===== src/rtl/cpu_sequencer_pkg.sv =====
// Shared types for the 9-bit CPU sequencer: FSM states, opcodes, widths.
// Opcode is ir[8:6]; only SAVE is inspected by the sequencer itself.
package cpu_sequencer_pkg;

  localparam int PC_W_DEF  = 8;
  localparam int IR_W_DEF  = 9;
  localparam int CNT_W_DEF = 16;

  typedef enum logic [2:0] {
    ST_IDLE,
    ST_FETCH,
    ST_DECODE,
    ST_EXEC,
    ST_MEM,
    ST_WB
  } state_t;

  localparam logic [2:0] OP_ADD  = 3'd0;
  localparam logic [2:0] OP_SUB  = 3'd1;
  localparam logic [2:0] OP_AND  = 3'd2;
  localparam logic [2:0] OP_OR   = 3'd3;
  localparam logic [2:0] OP_NOT  = 3'd4;
  localparam logic [2:0] OP_JMPZ = 3'd5;
  localparam logic [2:0] OP_LOAD = 3'd6;
  localparam logic [2:0] OP_SAVE = 3'd7;

  function automatic logic is_save(input logic [2:0] op);
    return op == OP_SAVE;
  endfunction

endpackage


===== src/rtl/cpu_pc_reg.sv =====
// Program counter: async reset to RESET_PC, load has priority over +1.
// Ports: clk, rst_n, load, inc, load_val[PC_W], pc[PC_W].
module cpu_pc_reg #(
  parameter int              PC_W     = 8,
  parameter logic [PC_W-1:0] RESET_PC = '0
) (
  input  logic            clk,
  input  logic            rst_n,
  input  logic            load,
  input  logic            inc,
  input  logic [PC_W-1:0] load_val,
  output logic [PC_W-1:0] pc
);

  always_ff @(posedge clk or negedge rst_n) begin
    if (!rst_n) begin
      pc <= RESET_PC;
    end else if (load) begin
      pc <= load_val;
    end else if (inc) begin
      pc <= pc + PC_W'(1);
    end
  end

endmodule


===== src/rtl/cpu_sequencer.sv =====
// Multi-cycle control FSM: fetch into IR, gate decoder controls into strobes.
// Ports: run, imem req/addr/valid/rdata, ir, dec_*, alu_zero, jump_target,
//        dmem req/we/ack, rf_we, pc, busy, retired.
module cpu_sequencer
  import cpu_sequencer_pkg::*;
#(
  parameter int              PC_W     = PC_W_DEF,
  parameter int              IR_W     = IR_W_DEF,
  parameter int              CNT_W    = CNT_W_DEF,
  parameter logic [PC_W-1:0] RESET_PC = '0
) (
  input  logic             clk,
  input  logic             rst_n,
  input  logic             run,
  output logic             imem_req,
  output logic [PC_W-1:0]  imem_addr,
  input  logic             imem_valid,
  input  logic [IR_W-1:0]  imem_rdata,
  output logic [IR_W-1:0]  ir,
  input  logic             dec_write_rf,
  input  logic             dec_jump_en,
  input  logic             dec_mem_sel,
  input  logic             alu_zero,
  input  logic [PC_W-1:0]  jump_target,
  output logic             dmem_req,
  output logic             dmem_we,
  input  logic             dmem_ack,
  output logic             rf_we,
  output logic [PC_W-1:0]  pc,
  output logic             busy,
  output logic [CNT_W-1:0] retired
);

  state_t     state;
  state_t     next_b;
  logic [2:0] op;
  logic       retire;
  logic       pc_load;
  logic       pc_inc;

  assign op     = ir[IR_W-1 -: 3];
  assign next_b = run ? ST_FETCH : ST_IDLE;

  // Retire cycle = the cycle an instruction commits its PC update.
  always_comb begin
    retire  = 1'b0;
    pc_load = 1'b0;
    case (state)
      ST_EXEC: begin
        if (dec_jump_en) begin
          retire  = 1'b1;
          pc_load = alu_zero;
        end else if (!dec_mem_sel && !dec_write_rf) begin
          retire  = 1'b1;
        end
      end
      ST_MEM:  retire = dmem_ack && is_save(op);
      ST_WB:   retire = 1'b1;
      default: retire = 1'b0;
    endcase
  end

  assign pc_inc = retire && !pc_load;

  cpu_pc_reg #(
    .PC_W     (PC_W),
    .RESET_PC (RESET_PC)
  ) u_pc (
    .clk      (clk),
    .rst_n    (rst_n),
    .load     (pc_load),
    .inc      (pc_inc),
    .load_val (jump_target),
    .pc       (pc)
  );

  always_ff @(posedge clk or negedge rst_n) begin
    if (!rst_n) begin
      state   <= ST_IDLE;
      ir      <= '0;
      retired <= '0;
    end else begin
      if (retire) retired <= retired + CNT_W'(1);
      case (state)
        ST_IDLE: if (run) state <= ST_FETCH;
        ST_FETCH: begin
          if (imem_valid) begin
            ir    <= imem_rdata;
            state <= ST_DECODE;
          end
        end
        ST_DECODE: state <= ST_EXEC;
        ST_EXEC: begin
          if (dec_jump_en)       state <= next_b;
          else if (dec_mem_sel)  state <= ST_MEM;
          else if (dec_write_rf) state <= ST_WB;
          else                   state <= next_b;
        end
        ST_MEM: begin
          if (dmem_ack)
            state <= is_save(op) ? next_b : ST_WB;
        end
        ST_WB:   state <= next_b;
        default: state <= ST_IDLE;
      endcase
    end
  end

  // Moore decodes of the state register; reset drops them with state.
  assign imem_req  = (state == ST_FETCH);
  assign imem_addr = pc;
  assign dmem_req  = (state == ST_MEM);
  assign dmem_we   = (state == ST_MEM) && is_save(op);
  assign rf_we     = (state == ST_WB);
  assign busy      = (state != ST_IDLE);

endmodule


===== config.mk =====
export PLATFORM = sky130hd
export DESIGN_NAME = cpu_sequencer
export DESIGN_NICKNAME = d
export VERILOG_FILES = /design/src/rtl/cpu_sequencer_pkg.sv /design/src/rtl/cpu_pc_reg.sv /design/src/rtl/cpu_sequencer.sv
export SDC_FILE = /design/constraint.sdc
export NUM_CORES = 1
export LEC_CHECK = 0
export CAP_MARGIN = 20
export CORE_ASPECT_RATIO = 1.5
export CORE_MARGIN = 2
export CORE_UTILIZATION = 30
export CTS_BUF_LIST = sky130_fd_sc_hd__clkbuf_8
export CTS_CLUSTER_DIAMETER = 40
export CTS_CLUSTER_SIZE = 28
export DETAILED_ROUTE_END_ITERATION = 6
export DONT_BUFFER_PORTS = 1
export MAX_ROUTING_LAYER = met4
export PLACE_DENSITY = 0.44
export SYNTH_ARGS = -nofsm -noshare
export SYNTH_HDL_FRONTEND = slang
export SYNTH_SLANG_ARGS = --single-unit

===== constraint.sdc =====
create_clock -name clk -period 3.39 [get_ports clk]
set_input_delay 0.678 -clock clk [delete_from_list [all_inputs] [get_ports clk]]
set_output_delay 0.678 -clock clk [all_outputs]
set_load 0.01 [all_outputs]

# Word-level counts from Yosys, hierarchy flattened
# Cells that the tools add are included.
dict set report op_classes {
  n_addsub 2
  n_eq_ne 9
  mux 16
  n_reduce_logical 12
}
# cell n
set ops {}
lappend ops {{3-bit 2-to-1 mux} 7}
lappend ops {{3-bit case mux with 6 select lines} 1}
lappend ops {{16-bit by 1-bit adder with 16-bit output (second input constant)} 1}
lappend ops {{8-bit 2-to-1 mux} 2}
lappend ops {{3-bit == test (second input constant)} 3}
lappend ops {{8-bit by 1-bit adder with 8-bit output (second input constant)} 1}
lappend ops {{3-bit by 2-bit == test with 1-bit output (second input constant)} 2}
lappend ops {{1-bit 2-to-1 mux} 5}
lappend ops {{1-bit logical AND} 4}
lappend ops {{2-bit by 1-bit inequality test with 1-bit output (second input constant)} 2}
lappend ops {{3-bit by 1-bit == test with 1-bit output (second input constant)} 1}
lappend ops {{1-bit logical NOT} 3}
lappend ops {{3-bit logical NOT} 1}
lappend ops {{1-bit case mux with 3 select lines} 1}
lappend ops {{3-bit AND reduction} 1}
lappend ops {{3-bit nonzero test} 1}
lappend ops {{2-bit inequality test (second input constant)} 1}
lappend ops {{2-bit AND reduction} 1}
lappend ops {{2-bit nonzero test} 1}
dict set report totals {
  reg_bits 36
  in_bits 26
  output_inout_bits 46
  elab_cells 43
}

# Depth between registers and ports, before layout
# Gate-level depths: netlist of run 1.
dict set report logic_depth {
  ltp_word 8
  ltp_mapped 7
  depth_no_buf 6
}

# Hierarchy
# A second synthesis of run 1 with hierarchy kept.
dict set report hier_totals {
  hier_cells 180
  hier_area_um2 1895.6
}
# mod instances cells_per_inst area_per_inst_um2 seq_area_each_um2
set modules_own_cells {}
lappend modules_own_cells {cpu_sequencer 1 131 1445.1 700.7}
lappend modules_own_cells {cpu_pc_reg 1 49 450.4 200.2}

# Worst setup path after synthesis of run 1
# No wires, ideal clock.
dict set report synth_timing {
  kind {register to output}
  start {register state[1]}
  end {output port dmem_we}
  arrival_time_ns 1.141
  t_required_ns 2.712
  slack_ns 1.571
  stages_incl_launch_ff 4
  n_path_buf 0
  path_cell_list {dfrtp_1 -> nand2b_1 -> nor2_1 -> and4_1}
}
dict set report synth_via {
  elab_chain_cells 2
}
# item line_no
set synth_rtl {}
lappend synth_rtl {{start, declared} cpu_sequencer.sv:34} ;# state_t state;
lappend synth_rtl {{start signal, assigned} cpu_sequencer.sv:94} ;# if (dec_jump_en) state <= next_b;
lappend synth_rtl {{start signal, assigned} cpu_sequencer.sv:97} ;# else state <= next_b;
lappend synth_rtl {{start signal, assigned} cpu_sequencer.sv:101} ;# state <= is_save(op) ? next_b : ST_WB;
lappend synth_rtl {{3-bit == test} --}
lappend synth_rtl {{net dmem_req} cpu_sequencer.sv:25} ;# output logic dmem_req,
lappend synth_rtl {{1-bit logical AND} cpu_sequencer.sv:113} ;# assign dmem_we = (state == ST_MEM) && is_save(op);
lappend synth_rtl {{end, declared} cpu_sequencer.sv:26} ;# output logic dmem_we,
# The timed path passes the listed nets, and every way through them passes these cells.

# Final worst setup path of run 1
# Same ends and word-level chain as after synthesis.

==> key figures, run 1 <==
STA
  • Fin crit share: 67.0%
  • Max-Slew Margin vs Limit: 70.5%
  • Final hold slack: 0.0820 ns
  • Final setup TNS: 0 ns
  • Worst Tran Pin Value: 0.441 ns
  • Slew Limit Fails: 0
  • Setup Viol. Count Final: 0
  • Final min period: 2.27 ns
  • Final Hold Fails: 0
  • RSZ-0062 raised after global routing: false
  • Clock skew: 0.00639 ns
  • Fmax: 440 MHz

Clock tree
  • Max clock buf depth: 2
  • Worst skew pair latency: 0.28 ns
  • Worst-path clk slew: 0.07 ns
  • Post-CTS Setup Bufs: 0
  • CTS tree: yes
  • Hold_buf cts: 0
  • CTS H-tree lvls: 2
  • CTS Buf Count: 5
  • CTS root buffer: clkbuf_8
  • Gates resized, CTS repair: 0
  • Clock Sinks: 36

GRT
  • Initial antenna violation count: 0
  • Met1 GRT Util: 13.2%
  • Most used routing layer: met2
  • Met2 Use GR: 20.9%
  • Vias in the first global route: 1353
  • Pin count of the biggest net entering global routing: 37
  • M3 GR Usage: 4.52%
  • Total track usage: 12.7%
  • Congestion Overflow GR: 0
  • First-pass GRT wire length: 6.39 mm

Logic synthesis
  • Post-synthesis register bit count: 36
  • Library cells used by synthesis: 34
  • Synth Instances: 176
  • Synth warnings: 0
  • Post-synth net total: 204
  • Cell taking the most area after synthesis: dfrtp_1
  • Mean Syn Cell Area: 10.4 µm²
  • Post-synth top area share: 49.3%
  • Largest cells by area after synthesis: dfrtp_1 49%, xnor2_1 6.7%, mux2_2 6.2%
  • Mapped Area: 1830 µm²
  • Post-synthesis sequential area ratio: 49.3%

Layout
  • Nets@finish: 197
  • # diodes: 0
  • Area growth, synth to finish: 3.97%
  • Fill cells: 604
  • Layout cells sized above 1: 11.8%

Drt
  • WL final: 4.04 mm
  • DRT antenna net count: 0
  • Pre-Repair DR Iteration Count: 4
  • DRC: 0
  • Drt via density: 5.41
  • DR iter-0 viols: 74
  • Vias: 1303
  • DR WL/cell: 16.8 µm

Floorplan
  • Width of the die: 67.7 µm
  • Num rows: 34
  • Die Height: 99.6 µm
  • Core region area: 5830 µm²
  • Initial core utilization: 31.4%
  • Die area: 6750 µm²
  • I/O pins: 72

Worst hold path
  • Hold Path Class: input pin to async pin

Critical path
  • CP Data Arrival Time: 1.59 ns
  • Worst reg-to-reg setup slack: 1.47 ns
  • Crit. End Element: primary output
  • Worst flop-to-flop path startpoint: ir[7]
  • R2r worst-path depth: 5
  • CP Max Fanout: 8
  • CP startpoint kind: flop
  • End of the worst register-to-register path: retired[15]
  • Type of the worst setup path: flop to primary output
  • Worst EP required: 2.71 ns

Pwr
  • Pwr Density: 814 nW/µm²
  • Leakage: 0.000796 µW
  • Max VDD drop: 0.303 mV

Run status
  • Status: completed

Placement
  • DP HPWL: 2.93 mm
  • Routability Congestion: 0.762
  • IO buf count: 0

Flow run
  • Max_cap viols: 0
[worst max-delay path by stage]
| stage | start | to | slack [ns] | depth (start not counted) |
|---|---|---|---|---|
| 6_report | state[1] | dmem_we | 1.12 | 3 |
| 5_1_grt | state[1] | dmem_we | 1.00 | 3 |
| 4_1_cts | state[1] | dmem_we | 1.13 | 3 |
| 3_5_place_dp | dmem_ack | retired[15] | 1.31 | 5 |
| 3_3_place_gp | dmem_ack | retired[6] | 1.38 | 5 |
| 2_1_floorplan | state[1] | dmem_we | 1.57 | 3 |
[worst max-delay path, cell delays in order (launching register included)]
cell	delay [ns]
dfrtp_1	0.46
nand2b_1	0.26
nor2_1	0.30
and4_1	0.30
[cells in the mapped netlist]
library cell / instances
dfrtp_1: 36
nand2_1: 17
nand3_1: 14
xnor2_1: 14
mux2_2: 10
nor2_1: 9
buf_4: 8
nand4_1: 8
o21ai_0: 8
a21oi_1: 7
and3_1: 6
inv_1: 6
buf_2: 4
xor2_1: 4
and4_1: 3
and2_1: 2
ha_1: 2
o211ai_1: 2
a31oi_1: 1
a41oi_1: 1
and3_4: 1
and3b_4: 1
buf_6: 1
clkbuf_1: 1
nand2b_1: 1
nor2b_1: 1
nor3_1: 1
o21a_1: 1
o21ai_1: 1
o21bai_1: 1
o221a_2: 1
o221ai_1: 1
o22ai_1: 1
o2bb2ai_4: 1
[per-stage QoR]
| stage | setup WS (ns) | instance area (µm²) | power (µW) | std cells | util, % |
|---|---|---|---|---|---|
| final | 1.12 | 1900 | 1550 | 241 | 32.6 |
| after global routing | 1.00 | 1900 | 1660 | 241 | 32.6 |
| after CTS | 1.13 | 1900 | 1570 | 241 | 32.6 |
| after detailed placement | 1.31 | 1820 | 1280 | 234 | 31.3 |
| after global placement | 1.38 | 1820 | 1260 | 234 | 31.3 |
| after floorplan | 1.57 | 1830 | 1230 | 176 | - |
[state kept, by name (all words and copies together), names as in the netlist]
signal,count
u_pc.pc,8
ir,9
retired,16
state,3
[layout make-up]
cell class	instances	area, µm²	area share [%]
Sequential cell	36	901	47.4
Tap cell	72	90.1	4.74
Multi-Input combinational cell	120	810	42.6
Clock inverter	2	8.76	0.461
Clock buffer	5	68.8	3.62
Inverter	6	22.5	1.18
[layer usage]
layer  vias to the layer above  share of wire (%)
met1                       649                 36
li1                        596                  -
met5                         -                  0
met2                        53                 53
met4                         0                1.6
met3                         5                8.6
[kinds of logic after synthesis]
group	share of synthesized area [%]
compound gates	9.79
xor+xnor	8.62
fa+ha+maj	1.37
buf+inv	6.43
flops	49.3
mux	6.16
simple gates	18.3
[power breakdown]
| group | internal, µW | switching (µW) | total, µW |
|---|---|---|---|
| sequential | 571 | 289 | 860 |
| combinational | 195 | 209 | 404 |
| clock | 137 | 145 | 282 |
| total | 903 | 644 | 1550 |
[layout by cell type (no fill, tap or decap), drive strengths merged, types with 2 or more instances in the layout]
cell / synthesis / layout
mux2: 10 / 10
and3: 7 / 7
nor2: 9 / 9
ha: 2 / 2
dfrtp: 36 / 36
and4: 3 / 3
nand2: 17 / 17
a21oi: 7 / 7
xnor2: 14 / 14
o211ai: 2 / 2
and2: 2 / 2
clkbuf: 1 / 5
inv: 6 / 7
xor2: 4 / 4
nand4: 8 / 8
nand3: 14 / 14
o21ai: 9 / 9
(Power assumes the default switching activity.)
==> run 2: changes to the inputs <==
==> constraint.sdc (replaced) <==
create_clock -name clk -period 2.2 [get_ports clk]
set_input_delay 0.44 -clock clk [delete_from_list [all_inputs] [get_ports clk]]
set_output_delay 0.44 -clock clk [all_outputs]
set_load 0.01 [all_outputs]
==> key figures, run 2 (same netlist as run 1, synthesis figures left out) <==
Critical path
  • CP Data Arrival Time: 1.55 ns (was 1.59 ns)
  • Type of the worst setup path: flop to primary output (unchanged)
  • R2r worst-path depth: 5 (unchanged)
  • CP Max Fanout: 8 (unchanged)
  • CP startpoint kind: flop (unchanged)
  • Crit. End Element: primary output (unchanged)
  • Worst EP required: 1.76 ns (was 2.71 ns)

Clock tree
  • Clock Sinks: 36 (unchanged)
  • Worst skew pair latency: 0.29 ns (was 0.28 ns)
  • CTS H-tree lvls: 2 (unchanged)
  • Max clock buf depth: 2 (unchanged)
  • CTS Buf Count: 5 (unchanged)
  • Gates resized, CTS repair: 0 (unchanged)
  • CTS tree: yes (unchanged)
  • Post-CTS Setup Bufs: 0 (unchanged)
  • Worst-path clk slew: 0.08 ns (was 0.07 ns)
  • CTS root buffer: clkbuf_8 (unchanged)

Drt
  • DRT antenna net count: 0 (unchanged)
  • Drt via density: 5.28 (was 5.41)
  • DRC: 0 (unchanged)
  • Pre-Repair DR Iteration Count: 4 (unchanged)
  • DR iter-0 viols: 63 (was 74)
  • DR WL/cell: 16.3 µm (was 16.8 µm)
  • Vias: 1288 (was 1303)
  • WL final: 3.98 mm (was 4.04 mm)

Layout
  • Fin area: 1950 µm² (was 1900 µm²)
  • Fill cells: 581 (was 604)
  • # diodes: 0 (unchanged)
  • Layout cells sized above 1: 12.8% (was 11.8%)
  • Nets@finish: 199 (was 197)
  • Most flops, register: retired (unchanged)
  • Largest register FFs: 16 (unchanged)
  • Most frequent cells in the layout: 36 x dfrtp_1, 17 x nand2_1, 14 x xnor2_1, 14 x nand3_1, 10 x mux2_2 (unchanged)
  • Area growth, synth to finish: 6.50% (was 3.97%)
  • Final Util: 33.4% (was 32.6%)
  • Largest regs: retired (16), ir (9), u_pc.pc (8) (unchanged)
  • Commonest non-fill, non-tap cell in the layout: dfrtp_1 (unchanged)

GRT
  • First-pass GRT wire length: 6.32 mm (was 6.39 mm)
  • Vias in the first global route: 1333 (was 1353)
  • Congestion Overflow GR: 0 (unchanged)
  • Initial antenna violation count: 0 (unchanged)
  • Pin count of the biggest net entering global routing: 37 (unchanged)
  • Total track usage: 12.7% (about the same)

STA
  • Final min period: 1.99 ns
  • Max-Slew Margin vs Limit: 71.0% (was 70.5%)
  • Fmax: 503 MHz
  • Worst Tran Pin Value: 0.435 ns (was 0.441 ns)
  • Fin worst setup slack: 0.212 ns (was 1.12 ns)
  • Final Hold Fails: 0 (unchanged)
  • Clock skew: 0.00803 ns (was 0.00639 ns)
  • RSZ-0062 raised after global routing: false (unchanged)
  • Fin crit share: 90.4%
  • Final setup TNS: 0 ns (unchanged)
  • Slew Limit Fails: 0 (unchanged)
  • Setup Viol. Count Final: 0 (unchanged)

Pwr
  • Pwr Density: 1260 nW/µm² (was 814 nW/µm²)
  • Max VDD drop: 0.491 mV (was 0.303 mV)
  • Pwr Total: 2450 µW (was 1550 µW)
  • Leakage: 0.000813 µW (was 0.000796 µW)

Floorplan
  • I/O pins: 72 (unchanged)
  • Width of the die: 67.7 µm (unchanged)
  • Num rows: 34 (unchanged)
  • Core region area: 5830 µm² (unchanged)
  • Initial core utilization: 31.4% (unchanged)
  • Die Height: 99.6 µm (unchanged)
  • Die area: 6750 µm² (unchanged)

Flow run
  • Max_cap viols: 0 (unchanged)

Worst hold path
  • Hold Path Class: input pin to flop (was input pin to async pin)
  • Hold Path Stages: 1

Placement
  • Place WS: 0.308 ns (was 1.31 ns)
  • IO buf count: 0 (unchanged)
  • Routability Congestion: 0.777 (was 0.762)
  • Placed Instance Area: 1820 µm² (unchanged)
  • DP HPWL: 2.91 mm (was 2.93 mm)

Run status
  • Status: completed (unchanged)
==> run 2: area by class of cell <==
type	instances	area [µm²]	share of cell area, %
sequential	36	901	46.3
clock buffer	6	82.6	4.24
clock inverter	2	11.3	0.578
timing repair buffer	2	30.0	1.54
multi-input combinational	120	810	41.6
tap	72	90.1	4.63
inverter	6	22.5	1.16
==> run 2: timing repair <==
item                       CTS  global route
hold buffers                 2             0
hold endpoints to repair    36             0
setup endpoints to repair    0             0
==> run 2: report_power, final <==
part / total (µW) / internal [µW] / leakage (µW) / switching (µW)
clock: 488 / 250 / 0.0000486 / 238
combinational: 648 / 307 / 0.000304 / 340
sequential: 1320 / 879 / 0.000460 / 437
total: 2450 / 1440 / 0.000813 / 1020
==> run 2: worst max-delay path, cell delays in order (launching register included) <==
cell and delay [ns]:
dfrtp_1 0.45, nand2b_1 0.24, nor2_1 0.28, and4_1 0.30
==> run 2: worst paths after layout <==
check	from	end	slack [ns]
worst max-delay path	state[1]	dmem_we	0.21
worst min-delay path	imem_valid	state[0]	0.25
worst max register to register	ir[7]	retired[12]	0.32
worst min register to register	retired[15]	retired[15]	0.53
max in group asynchronous	rst_n	state[1]	1.40
min in group asynchronous	rst_n	ir[5]	0.61
==> run 2: per-stage QoR <==
| step | cells | hold slack (ns) |
|---|---|---|
| after floorplan | 176 | 0.144 |
| after global placement | 234 | 0.145 |
| after detailed placement | 234 | 0.145 |
| after CTS | 244 | 0.237 |
| after global routing | 244 | 0.254 |
| final | 244 | 0.251 |
==> run 2: routing by layer <==
layer  GRT usage (%)  part of all wire (%)  vias up
met1            13.3                    39      636
met5               -                     0        -
met4            5.65                   1.6        0
met3            4.75                   8.3        6
met2            20.7                    51       50
li1                -                     -      596
==> run 3: changes to the inputs <==
--- a/config.mk
+++ b/config.mk
@@ -6,7 +6,7 @@
 export NUM_CORES = 1
 export LEC_CHECK = 0
 export CAP_MARGIN = 20
-export CORE_ASPECT_RATIO = 1.5
+export CORE_ASPECT_RATIO = 1.4
 export CORE_MARGIN = 2
 export CORE_UTILIZATION = 30
 export CTS_BUF_LIST = sky130_fd_sc_hd__clkbuf_8
@@ -16,6 +16,7 @@
 export DONT_BUFFER_PORTS = 1
 export MAX_ROUTING_LAYER = met4
 export PLACE_DENSITY = 0.44
+export SKIP_LAST_GASP = 1
 export SYNTH_ARGS = -nofsm -noshare
 export SYNTH_HDL_FRONTEND = slang
 export SYNTH_SLANG_ARGS = --single-unit
==> key figures, run 3 (same netlist as run 1, synthesis figures left out) <==
Run status
  • Status: completed (unchanged)

Floorplan
  • Width of the die: 70.0 µm (was 67.7 µm)
  • I/O pins: 72 (unchanged)
  • Die Height: 96.4 µm (was 99.6 µm)
  • Initial core utilization: 31.2% (was 31.4%)
  • Die area: 6740 µm² (was 6750 µm²)
  • Num rows: 33 (was 34)
  • Core region area: 5860 µm² (was 5830 µm²)

STA
  • Fin crit share: 91.7% (was 90.4%)
  • Final Hold Fails: 0 (unchanged)
  • Max-Slew Margin vs Limit: 71.1% (was 71.0%)
  • Worst Tran Pin Value: 0.433 ns (was 0.435 ns)
  • Fmax: 496 MHz (was 503 MHz)
  • RSZ-0062 raised after global routing: false (unchanged)
  • Slew Limit Fails: 0 (unchanged)
  • Setup Viol. Count Final: 0 (unchanged)
  • Final setup TNS: 0 ns (unchanged)
  • Final min period: 2.02 ns (was 1.99 ns)
  • Clock skew: 0.00824 ns (was 0.00803 ns)

Drt
  • Drt via density: 5.29 (was 5.28)
  • Vias: 1280 (was 1288)
  • Pre-Repair DR Iteration Count: 4 (unchanged)
  • WL final: 3.92 mm (was 3.98 mm)
  • DRT antenna net count: 0 (unchanged)
  • DR iter-0 viols: 96 (was 63)
  • DR WL/cell: 16.2 µm (was 16.3 µm)
  • DRC: 0 (unchanged)

Layout
  • Most frequent cells in the layout: 36 x dfrtp_1, 17 x nand2_1, 14 x xnor2_1, 14 x nand3_1, 10 x mux2_2 (unchanged)
  • Layout cells sized above 1: 12.8% (unchanged)
  • Largest regs: retired (16), ir (9), u_pc.pc (8) (unchanged)
  • Nets@finish: 199 (unchanged)
  • Largest register FFs: 16 (unchanged)
  • Commonest non-fill, non-tap cell in the layout: dfrtp_1 (unchanged)
  • Fill cells: 602 (was 581)
  • Area growth, synth to finish: 7.12% (was 6.50%)
  • Footprint of the multi-input gates: 810 µm² (unchanged)
  • Storage element area: 901 µm² (unchanged)
  • Most flops, register: retired (unchanged)
  • # diodes: 0 (unchanged)

Clock tree
  • Max clock buf depth: 2 (unchanged)
  • CTS H-tree lvls: 2 (unchanged)
  • CTS tree: yes (unchanged)
  • Worst skew pair latency: 0.28 ns (was 0.29 ns)
  • Post-CTS Setup Bufs: 0 (unchanged)
  • Clock Sinks: 36 (unchanged)
  • CTS Buf Count: 5 (unchanged)
  • Worst-path clk slew: 0.07 ns (was 0.08 ns)
  • CTS root buffer: clkbuf_8 (unchanged)

Pwr
  • Sw frac: 40.0% (was 41.4%)
  • Combinational share of power: 25.8% (was 26.4%)
  • Sw Pwr: 1010 µW (was 1020 µW)
  • Pwr Total: 2530 µW (was 2450 µW)
  • Leakage: 0.000823 µW (was 0.000813 µW)
  • Pwr Density: 1290 nW/µm² (was 1260 nW/µm²)
  • Clock Power Share: 22.3% (was 19.9%)
  • Max VDD drop: 0.540 mV (was 0.491 mV)
  • Flop pwr share: 51.9% (was 53.7%)
  • Pint: 1520 µW (was 1440 µW)

Critical path
  • Crit. End Element: primary output (unchanged)
  • CP startpoint kind: flop (unchanged)
  • Critical path cell sequence: nand2b_1 -> nor2_1 -> and4_1 (unchanged)
  • Worst EP required: 1.76 ns (about the same)
  • CP Max Fanout: 8 (unchanged)
  • Slowest cell delay on critical path: 0.46 ns (was 0.45 ns)
  • End of the worst register-to-register path: retired[15] (was retired[12])
  • CP max-delay cell: dfrtp_1 (unchanged)
  • R2r worst-path depth: 5 (unchanged)
  • Worst flop-to-flop path startpoint: ir[7] (unchanged)
  • CP Data Arrival Time: 1.58 ns (was 1.55 ns)
  • Worst reg-to-reg setup slack: 0.31 ns (was 0.32 ns)
  • Type of the worst setup path: flop to primary output (unchanged)
  • CP Launch Point: state[1] (unchanged)

Placement
  • DP HPWL: 2.87 mm (was 2.91 mm)
  • IO buf count: 0 (unchanged)
  • Routability Congestion: 0.809 (was 0.777)

Worst hold path
  • Hold Startpoint: imem_valid (unchanged)
  • Worst Hold End: state[0] (unchanged)
  • Hold Path Class: input pin to flop (unchanged)
  • Hold Path Stages: 1 (unchanged)

GRT
  • Initial antenna violation count: 0 (unchanged)
  • Congestion Overflow GR: 0 (unchanged)
  • Pin count of the biggest net entering global routing: 37 (unchanged)
  • Vias in the first global route: 1262 (was 1333)
  • First-pass GRT wire length: 6.14 mm (was 6.32 mm)
  • Total track usage: 12.0% (was 12.7%)

Flow run
  • Max_cap viols: 0 (unchanged)
run 3: changes by cell type in the layout (fill, tap and decap cells not counted), sizes merged:
| cell | change |
|---|---|
| clkinvlp | -1 |
| bufinv | +1 |
| clkbuf | -1 |
| clkinv | +1 |
run 3: routing by layer:
layer / global-route usage (%) / share of wire, % / vias up
met5: - / 0 / -
met4: 5.29 / 1.7 / 0
met3: 4.29 / 6.8 / 6
met2: 19.9 / 52 / 41
met1: 13.1 / 40 / 636
li1: - / - / 597
run 3: worst max path at each step:
stage / to / slack (ns)
2_1_floorplan: dmem_we / 0.62
3_3_place_gp: retired[6] / 0.36
3_5_place_dp: retired[15] / 0.32
4_1_cts: dmem_we / 0.16
5_1_grt: dmem_we / 0.1
6_report: dmem_we / 0.18
run 3: critical path: cells and delay by family (launching register included):
kind          cells  cell delay (ns)
simple gates      3             0.84
flops             1             0.46
run 3: power by group through the flow:
stage / logic, µW / clock network [µW] / registers (µW)
2_1_floorplan: 703 / 0 / 1190
3_3_place_gp: 619 / 0 / 1330
3_5_place_dp: 646 / 0 / 1330
4_1_cts: 667 / 586 / 1320
5_1_grt: 736 / 607 / 1360
6_report: 654 / 564 / 1310
run 3: area by class of cell:
class / count / area share (%)
flip-flops and latches: 36 / 46.0
clock buffers: 5 / 3.51
inverters: 6 / 1.15
repair buffers: 2 / 1.53
well taps: 70 / 4.47
clock inverters: 3 / 1.98
multi-input cells: 120 / 41.3
run 3: what timing repair did:
| item | in CTS | in global routing |
|---|---|---|
| hold buffers | 2 | 0 |
| gates resized for setup | 0 | 0 |
| hold endpoints to repair | 36 | 0 |
run 3: metrics by stage:
| step | setup WS (ns) | util (%) | hold slack [ns] | cell area [µm²] | std cells |
|---|---|---|---|---|---|
| after floorplan | 0.619 | - | 0.144 | 1830 | 176 |
| after global placement | 0.361 | 31.0 | 0.145 | 1820 | 232 |
| after detailed placement | 0.321 | 31.0 | 0.145 | 1820 | 232 |
| after CTS | 0.162 | 33.4 | 0.256 | 1960 | 242 |
| after global routing | 0.0974 | 33.4 | 0.269 | 1960 | 242 |
| final | 0.183 | 33.4 | 0.267 | 1960 | 242 |
